**src/rtl/interrupt_controller_pkg.sv**
```systemverilog
// ----------------------------------------------------------------------------
// interrupt_controller_pkg
// Shared definitions for the interrupt controller slice:
//   - irq_state_e        : controller FSM state encoding (IDLE / REQ / SERVICE)
//   - DEF_NUM_IRQ        : default number of external request lines
//   - DEF_VECTOR_BASE    : default handler address of source 0
//   - DEF_VECTOR_STRIDE  : default spacing between handler vectors
//   - calc_vector()      : handler address for a given source index
// ----------------------------------------------------------------------------
package interrupt_controller_pkg;

    typedef enum logic [1:0] {
        ST_IDLE    = 2'd0,
        ST_REQ     = 2'd1,
        ST_SERVICE = 2'd2
    } irq_state_e;

    localparam int          DEF_NUM_IRQ       = 4;
    localparam logic [15:0] DEF_VECTOR_BASE   = 16'h0000;
    localparam logic [15:0] DEF_VECTOR_STRIDE = 16'h0010;

    // Handler address = base + id * stride, computed wide and truncated to 16 bits.
    function automatic logic [15:0] calc_vector(input logic [15:0] base,
                                                input logic [15:0] stride,
                                                input logic [31:0] id);
        logic [31:0] addr;
        addr = {16'h0000, base} + (id * {16'h0000, stride});
        return addr[15:0];
    endfunction

endpackage

```
**src/rtl/irq_sync_edge.sv**
```systemverilog
// ----------------------------------------------------------------------------
// irq_sync_edge
// Two-flop synchronizer followed by a rising-edge detector for one
// asynchronous interrupt request line.
//   clk       : processor clock
//   rst_n     : asynchronous active-low reset
//   irq_async : raw asynchronous request level
//   rise      : one-cycle pulse when a genuine low->high transition is seen
//
// The detector only arms after it has observed a real low sample coming out
// of the synchronizer. This way a line that is already high when reset is
// released does not look like a fresh edge; it has to drop and rise again.
// ----------------------------------------------------------------------------
module irq_sync_edge (
    input  logic clk,
    input  logic rst_n,
    input  logic irq_async,
    output logic rise
);

    logic       sync1_q, sync1_d;
    logic       sync2_q, sync2_d;
    logic       prev_q,  prev_d;
    logic       armed_q, armed_d;
    // fill_q[1] marks that sync2_q holds a real sample rather than reset value
    logic [1:0] fill_q,  fill_d;

    // Next-state for synchronizer, history and arming flops
    always_comb begin
        sync1_d = irq_async;
        sync2_d = sync1_q;
        prev_d  = sync2_q;
        fill_d  = {fill_q[0], 1'b1};
        armed_d = armed_q | (fill_q[1] & ~sync2_q);
    end

    // Synchronizer and edge-detector state
    always_ff @(posedge clk or negedge rst_n) begin
        if (!rst_n) begin
            sync1_q <= 1'b0;
            sync2_q <= 1'b0;
            prev_q  <= 1'b0;
            armed_q <= 1'b0;
            fill_q  <= 2'b00;
        end else begin
            sync1_q <= sync1_d;
            sync2_q <= sync2_d;
            prev_q  <= prev_d;
            armed_q <= armed_d;
            fill_q  <= fill_d;
        end
    end

    assign rise = sync2_q & ~prev_q & armed_q;

endmodule

```
**src/rtl/interrupt_controller.sv**
```systemverilog
// ----------------------------------------------------------------------------
// interrupt_controller
// Edge-triggered, fixed-priority (index 0 highest), non-nesting interrupt
// controller with a per-source mask.
//   clk        : processor clock, all state on rising edge
//   reset      : asynchronous active-low reset
//   irq_in     : asynchronous request lines, rising edge requests service
//   mask_we    : mask register write strobe
//   mask_data  : new mask value (1 = source disabled)
//   int_ack    : processor accepted the interrupt (honoured only in REQ)
//   int_done   : handler return retired (honoured only in SERVICE)
//   interrupt  : registered request to the processor
//   int_vector : registered handler address of the selected source
//   int_id     : registered index of the selected source
//   pending    : registered pending register
//   in_service : registered, high while a handler executes
// ----------------------------------------------------------------------------
module interrupt_controller
    import interrupt_controller_pkg::*;
#(
    parameter int          NUM_IRQ       = DEF_NUM_IRQ,
    parameter logic [15:0] VECTOR_BASE   = DEF_VECTOR_BASE,
    parameter logic [15:0] VECTOR_STRIDE = DEF_VECTOR_STRIDE,
    localparam int         ID_W          = (NUM_IRQ > 1) ? $clog2(NUM_IRQ) : 1
) (
    input  logic               clk,
    input  logic               reset,
    input  logic [NUM_IRQ-1:0] irq_in,
    input  logic               mask_we,
    input  logic [NUM_IRQ-1:0] mask_data,
    input  logic               int_ack,
    input  logic               int_done,
    output logic               interrupt,
    output logic [15:0]        int_vector,
    output logic [ID_W-1:0]    int_id,
    output logic [NUM_IRQ-1:0] pending,
    output logic               in_service
);

    irq_state_e         state_q,      state_d;
    logic [NUM_IRQ-1:0] pending_q,    pending_d;
    logic [NUM_IRQ-1:0] mask_q,       mask_d;
    logic [ID_W-1:0]    int_id_q,     int_id_d;
    logic [15:0]        int_vector_q, int_vector_d;
    logic               interrupt_q,  interrupt_d;
    logic               in_service_q, in_service_d;

    logic [NUM_IRQ-1:0] rise_s;
    logic [NUM_IRQ-1:0] eligible_s;
    logic [NUM_IRQ-1:0] clear_s;
    logic [ID_W-1:0]    sel_s;
    logic               ack_take_s;

    for (genvar gi = 0; gi < NUM_IRQ; gi++) begin : g_sync
        irq_sync_edge u_sync (
            .clk       (clk),
            .rst_n     (reset),
            .irq_async (irq_in[gi]),
            .rise      (rise_s[gi])
        );
    end

    assign eligible_s = pending_q & ~mask_q;
    assign ack_take_s = (state_q == ST_REQ) && int_ack;

    // Lowest-index eligible source; scanning downward lets index 0 win
    always_comb begin
        sel_s = '0;
        for (int i = NUM_IRQ - 1; i >= 0; i--) begin
            if (eligible_s[i]) begin
                sel_s = i[ID_W-1:0];
            end else begin
                sel_s = sel_s;
            end
        end
    end

    // Mask write and pending set/clear; a coincident new edge beats the clear
    always_comb begin
        clear_s = '0;
        if (ack_take_s) begin
            clear_s[int_id_q] = 1'b1;
        end else begin
            clear_s = '0;
        end
        pending_d = (pending_q & ~clear_s) | rise_s;
        if (mask_we) begin
            mask_d = mask_data;
        end else begin
            mask_d = mask_q;
        end
    end

    // FSM next state; id/vector are latched only when leaving IDLE
    always_comb begin
        state_d      = state_q;
        int_id_d     = int_id_q;
        int_vector_d = int_vector_q;
        case (state_q)
            ST_IDLE: begin
                if (|eligible_s) begin
                    state_d      = ST_REQ;
                    int_id_d     = sel_s;
                    int_vector_d = calc_vector(VECTOR_BASE, VECTOR_STRIDE,
                                               {{(32-ID_W){1'b0}}, sel_s});
                end else begin
                    state_d = ST_IDLE;
                end
            end
            ST_REQ: begin
                if (int_ack) begin
                    state_d = ST_SERVICE;
                end else begin
                    state_d = ST_REQ;
                end
            end
            ST_SERVICE: begin
                // Returning to IDLE guarantees one idle cycle before next REQ
                if (int_done) begin
                    state_d = ST_IDLE;
                end else begin
                    state_d = ST_SERVICE;
                end
            end
            default: begin
                state_d = ST_IDLE;
            end
        endcase
        interrupt_d  = (state_d == ST_REQ);
        in_service_d = (state_d == ST_SERVICE);
    end

    // Controller state and registered outputs
    always_ff @(posedge clk or negedge reset) begin
        if (!reset) begin
            state_q      <= ST_IDLE;
            pending_q    <= '0;
            mask_q       <= '0;
            int_id_q     <= '0;
            int_vector_q <= VECTOR_BASE;
            interrupt_q  <= 1'b0;
            in_service_q <= 1'b0;
        end else begin
            state_q      <= state_d;
            pending_q    <= pending_d;
            mask_q       <= mask_d;
            int_id_q     <= int_id_d;
            int_vector_q <= int_vector_d;
            interrupt_q  <= interrupt_d;
            in_service_q <= in_service_d;
        end
    end

    assign interrupt  = interrupt_q;
    assign int_vector = int_vector_q;
    assign int_id     = int_id_q;
    assign pending    = pending_q;
    assign in_service = in_service_q;

endmodule

```
**config.mk**
```make
export PLATFORM = sky130hd
export DESIGN_NAME = interrupt_controller
export DESIGN_NICKNAME = d
export VERILOG_FILES = /design/src/rtl/interrupt_controller_pkg.sv /design/src/rtl/irq_sync_edge.sv /design/src/rtl/interrupt_controller.sv
export SDC_FILE = /design/constraint.sdc
export NUM_CORES = 1
export LEC_CHECK = 0
export BUFFER_PORTS_ARGS = -buffer_cell sky130_fd_sc_hd__buf_2
export CAP_MARGIN = 20
export CORE_ASPECT_RATIO = 0.5
export CORE_MARGIN = 5
export CORE_UTILIZATION = 47
export CTS_BUF_LIST = sky130_fd_sc_hd__clkbuf_8
export DETAILED_ROUTE_END_ITERATION = 12
export HOLD_SLACK_MARGIN = 0.08
export PLACE_DENSITY = 0.77
export SYNTH_ARGS = -nofsm -noshare
export SYNTH_HDL_FRONTEND = slang
export SYNTH_SLANG_ARGS = --single-unit
```
**constraint.sdc**
```tcl
create_clock -name clk -period 1 [get_ports clk]
set_input_delay 0.15 -clock clk [delete_from_list [all_inputs] [get_ports clk]]
set_output_delay 0.15 -clock clk [all_outputs]
set_load 0.05 [all_outputs]
```
== Word-level counts from Yosys, hierarchy flattened ==
Cells that the tools add are included.
W data, S select, Z words.

* Input bits: 13
* Word-level logic and storage cells: 77
* Bits in registers: 38

* Equal/unequal tests: 4
* Bitwise logic cells: 29
* Muxes and demuxes: 11
* Reductions and logical operators: 5
* Magnitude comparators: 2

{| class="wikitable"
|+ Operators by type and width
! kind !! count
|-
| $and A1 B1 Y1 || 12
|-
| $mux W2 || 6
|-
| $and A4 B4 Y4 || 2
|-
| $not A1 Y1 || 8
|-
| $not A4 Y4 || 2
|-
| $pmux W2 S3 || 1
|-
| $eq A2 B1 Y1 const B || 2
|-
| $eq A2 B2 Y1 const B || 2
|-
| $mux W4 || 1
|-
| $or A1 B1 Y1 || 4
|-
| $or A4 B4 Y4 || 1
|-
| $reduce_or A4 Y1 || 1
|-
| $lt A2 B3 Y1 const B || 1
|-
| $demux W1 S2 || 1
|-
| $ge A2 B1 Y1 const B || 1
|-
| $logic_and A1 B1 Y1 || 2
|-
| $logic_not A2 Y1 || 1
|-
| $mux W1 || 2
|-
| $reduce_and A2 Y1 || 1
|}

== Depth between registers and ports, before layout ==
* Word-level depth: 8
* Depth in mapped cells: 4
* Depth with buffers taken out: 3

== By module ==
Synthesis repeated with hierarchy kept, for this count alone.

* Cells, all modules: 111
* Area, all modules: 1398.8 µm²

{| class="wikitable"
|+ Modules (own cells, without submodules)
! module !! area each (µm²) !! seq. area each (µm²) !! times used !! cells an instance
|-
| interrupt_controller || 708.2 || 350.3 || 1 || 67
|-
| irq_sync_edge || 172.7 || 150.1 || 4 || 11
|}

== Worst setup path after synthesis ==
No wires, ideal clock.

* Path type: reg-to-reg
* From: reg, netlist name int_vector[5]
* To: reg pending_q[2] (netlist: pending[2])
* Setup time: 138 ps
* Data arrival time: 1159 ps
* Setup slack: -297 ps
* Cell stages (with the launch flop): 4
* Period minus slack after synthesis: 1297 ps
* Cells stage by stage: dfrtp_1 inv_1 o41ai_1 o21ai_0

{| class="wikitable"
|+ RTL lines
! item !! line !! source
|-
| to (signal assigned) || interrupt_controller.sv:145 || <nowiki>pending_q <= pending_d;</nowiki>
|-
| to (decl) || interrupt_controller.sv:41 || <nowiki>logic [NUM_IRQ-1:0] pending_q, pending_d;</nowiki>
|}

== Worst setup path in the final report ==
* From: reg state_q[1]
* To: reg pending_q[1] (netlist: pending[1])

* Cells in the longest elaborated chain, start to end: 6

{| class="wikitable"
|+ Ends and longest elaborated chain
! item !! line !! source
|-
| from (decl) || interrupt_controller.sv:40 || <nowiki>irq_state_e state_q, state_d;</nowiki>
|-
| from (signal assigned) || interrupt_controller.sv:144 || <nowiki>state_q <= state_d;</nowiki>
|-
| $eq A2 B1 Y1 || interrupt_controller.sv:64 || <nowiki>assign ack_take_s = (state_q == ST_REQ) && int_ack;</nowiki>
|-
| $logic_and A1 B1 Y1 || interrupt_controller.sv:64 ||
|-
| $mux W4 || interrupt_controller.sv:81 || <nowiki>if (ack_take_s) begin</nowiki>
|-
| $not A4 Y4 || interrupt_controller.sv:86 || <nowiki>pending_d = (pending_q & ~clear_s) | rise_s;</nowiki>
|-
| $and A4 B4 Y4 || interrupt_controller.sv:86 ||
|-
| $or A4 B4 Y4 || interrupt_controller.sv:86 ||
|-
| net pending_d[1] || interrupt_controller.sv:41 ||
|}

The timed path passes the listed nets, and every way through them passes these cells.
A chain may end at the register's enable or synchronous reset.

==> metrics.md <==
| Metric | Value |
|---|---|
| DP HPWL | `1480 um` |
| Num CTS Buffers | `5` |
| Fin. max-slew vios | `0` |
| WL/cell | `14.1 um` |
| DRT Wirelength | `2540 um` |
| Unrepaired setup endpoints after global routing | `true` |
| Clk network pwr share | `21.3%` |
| Initial Util | `48.1%` |
| Mapped Area | `0.00123 mm2` |
| Worst Path Required | `about 1200 ps` |
| Post-synth cell types | `21` |
| Port Buffers | `22` |
| YS warnings | `0` |
| PD cells | `3300 mW/mm2` |
| Number of global-route vias before repair | `roughly 850` |
| Clk_lat worst skew | `280 ps` |
| Nets | `155` |
| Die Ht | `46.2 um` |
| Total of max-cap violations | `0` |
| Hold Path Class | `in -> reg` |
| Sequential cell area fraction in the yosys report | `around two thirds` |
| Total Power | `0.00569 W` |
| Full die area | `0.00380 mm2` |
| FP Rows | `13` |
| Antenna Cells | `0` |
| Initial antenna violation count | `0` |
| Peak supply drop | `roughly 1400 uV` |
| Max frequency | `roughly 870 MHz` |
| Clk slew on worst S/H paths | `70 ps` |
| Violated checks | `negative setup slack` |
| Leak | `around 0.81 nW` |
| Part of the power in registers | `approximately 32%` |
| Root Driver | `clkbuf_8` |
| Dpl ws | `-111 ps` |
| Final Skew | `between 4 and 5 ps` |
| Combinational share of power | `46.4%` |
| Kind of end point of the critical path | `register` |
| FF+latch count, synth | `32` |
| Worst-path fanout max | `6` |
| Post-DRT Antenna Nets | `0` |
| DRT Pass-1 Iters | `4` |
| Fin crit share | `116%` |
| H-tree Lvls | `2` |
| Cell internal pwr | `0.00344 W` |
| First-pass GRT wire length | `3750 um` |
| RD Place Congestion | `0.802` |
| CTS sink cnt | `32` |
| First DRT Iteration DRCs | `17` |
| Cells after Synth | `98` |
| Via count | `822` |
| Total grt overflow | `0` |
| CP Launch Type | `register` |
| DRC | `0` |
| Sw Share | `39.5%` |
| Final-report setup violation count | `16` |
| IO Count | `37` |
| Crit path DAT | `1320 ps` |
| CORE AREA | `0.00255 mm2` |
| Die Wd | `82.3 um` |
| Via/cell ratio | `4.57` |
| Final Critical Period | `1160 ps` |
| Endpoints failing hold | `0` |
| Worst Setup Slack, final | `-155 ps` |
| Post-Syn Area per Cell | `~13 um2` |
| Area delta synth->final | `40.3%` |
| Clock buffer depth | `2` |
| P_sw | `approximately 0.0022 W` |
| CTS tree | `built` |
| Total GRT Usage | `14.3%` |
| Layout cells sized above 1 | `46.9%` |
| Largest net degree at the start of global routing | `33` |
| Status | `complete, but fails checks` |
| CP Class | `reg -> reg` |
-- kinds of logic after synthesis --
family	Yosys count	synth area share [%]
flops	32	65.2
buf+inv	24	12.8
compound gates	22	11.7
simple gates	14	6.01
mux	4	3.67
other cells	2	0.611
-- power groups by stage --
| stage | clock network (W) | logic, W | registers [W] |
|---|---|---|---|
| 6_report | 0.00121 | 0.00264 | 0.00184 |
| 5_1_grt | 0.00129 | 0.00278 | 0.00186 |
| 4_1_cts | 0.00122 | 0.00238 | 0.00178 |
| 3_5_place_dp | 0 | 0.00180 | 0.00178 |
| 3_3_place_gp | 0 | 0.00177 | 0.00178 |
| 2_1_floorplan | 0 | 0.000865 | 0.00230 |
-- registers in the layout, summed over array words and instances, names as in the netlist --
register / count
int_vector: 2
g_sync.u_sync.sync1_q: 4
g_sync.u_sync.prev_q: 4
interrupt: 1
pending: 4
g_sync.u_sync.fill_q: 2
in_service: 1
g_sync.u_sync.prev_d: 4
mask_q: 4
g_sync.u_sync.armed_q: 4
state_q: 2
-- cell type report --
| type | instances | area, um2 |
|---|---|---|
| Multi-Input combinational cell | 55 | 368 |
| Timing Repair Buffer | 41 | 362 |
| Clock inverter | 3 | 42.5 |
| Inverter | 7 | 26.3 |
| Tap cell | 37 | 46.3 |
| Clock buffer | 5 | 68.8 |
| Fill cell | 172 | 830 |
| Sequential cell | 32 | 811 |
-- path summary, 6_finish.rpt --
| path | depth (start not counted) | endpoint | slack, ps | from |
|---|---|---|---|---|
| setup / recovery | 3 | pending[1]$_DFF_PN0_ | -160 | state_q[1]$_DFF_PN0_ |
| hold / removal | 2 | mask_q[1]$_DFFE_PN0P_ | 100 | mask_data[1] |
| setup reg to reg | 3 | pending[1]$_DFF_PN0_ | -160 | state_q[1]$_DFF_PN0_ |
| hold reg to reg | 0 | g_sync[1].u_sync.prev_d$_DFF_PN0_ | 350 | g_sync[1].u_sync.sync1_q$_DFF_PN0_ |
| max in group asynchronous | 3 | state_q[1]$_DFF_PN0_ | 290 | reset |
| min in group asynchronous | 3 | mask_q[1]$_DFFE_PN0P_ | 410 | reset |
-- layout by cell type (no fill, tap or decap), types with 2 or more instances in the layout --
cell type	instances
buf_8	5
o21ai_2	3
buf_2	12
nor2b_1	2
clkbuf_8	5
dlygate4sd3_1	5
inv_1	6
o21ai_0	2
buf_4	8
a21o_1	4
o41ai_2	2
dfrtp_1	24
o311ai_1	2
dfrtp_2	8
nand2_1	5
buf_6	10
conb_1	15
mux2_2	4
o21ai_1	6
-- timing repair --
item | 4_1_cts | 5_1_grt
endpoints found under the hold margin | 36 | 0
gates cloned | 0 | 0
gates resized for setup | 34 | 13
pin swaps | 3 | 4
hold buffers | 5 | 0
setup endpoints to repair | 17 | 17
setup buffers | 6 | 2
-- metal layers --
layer	track usage [%]	routed length (um)	vias up	part of all wire (%)
met5	0	0	-	0
met4	9.60	89	0	3.5
met3	5.66	185	8	7.3
met2	23.7	1290	38	51
met1	15.4	973	396	38
li1	-	-	380	-
-- synthesized netlist by cell type --
| library cell | instances | share of area [%] |
|---|---|---|
| nor2b_1 | 2 | 1.0 |
| inv_1 | 7 | 2.1 |
| nand2b_1 | 1 | 0.51 |
| a22oi_1 | 1 | 0.61 |
| o21ai_0 | 9 | 3.7 |
| o21ai_1 | 2 | 0.81 |
| conb_1 | 2 | 0.61 |
| a21o_1 | 4 | 2.4 |
| buf_6 | 1 | 0.92 |
| nand4b_1 | 1 | 0.71 |
| dfrtp_1 | 32 | 65 |
| nor2_1 | 2 | 0.61 |
| buf_4 | 16 | 9.8 |
| a21boi_1 | 1 | 0.61 |
| o311ai_0 | 2 | 1.4 |
| o41ai_1 | 2 | 1.4 |
| and2b_1 | 1 | 0.61 |
| mux2_2 | 4 | 3.7 |
| a21o_2 | 1 | 0.71 |
| nand2_1 | 6 | 1.8 |
| and2b_2 | 1 | 0.71 |
-- through the flow --
| step | hold WS [ps] | setup TNS (ps) | instance area [um2] | instances | utilization (%) |
|---|---|---|---|---|---|
| 6_report | 97.5 | -1210 | 1720 | 180 | 67.5 |
| 5_1_grt | 99.8 | -1860 | 1720 | 180 | 67.5 |
| 4_1_cts | 97.5 | -1070 | 1670 | 178 | 65.4 |
| 3_5_place_dp | 183 | -683 | 1380 | 160 | 53.9 |
| 3_3_place_gp | 179 | -383 | 1380 | 160 | 53.9 |
| 2_1_floorplan | -146 | -674 | 1300 | 111 | - |
-- worst max-delay path, stage by stage, from the launching register on --
cell and delay [ps]:
dfrtp_2 460, nand4b_1 280, o21ai_2 200, o21ai_1 100
(Power assumes the default switching activity.)
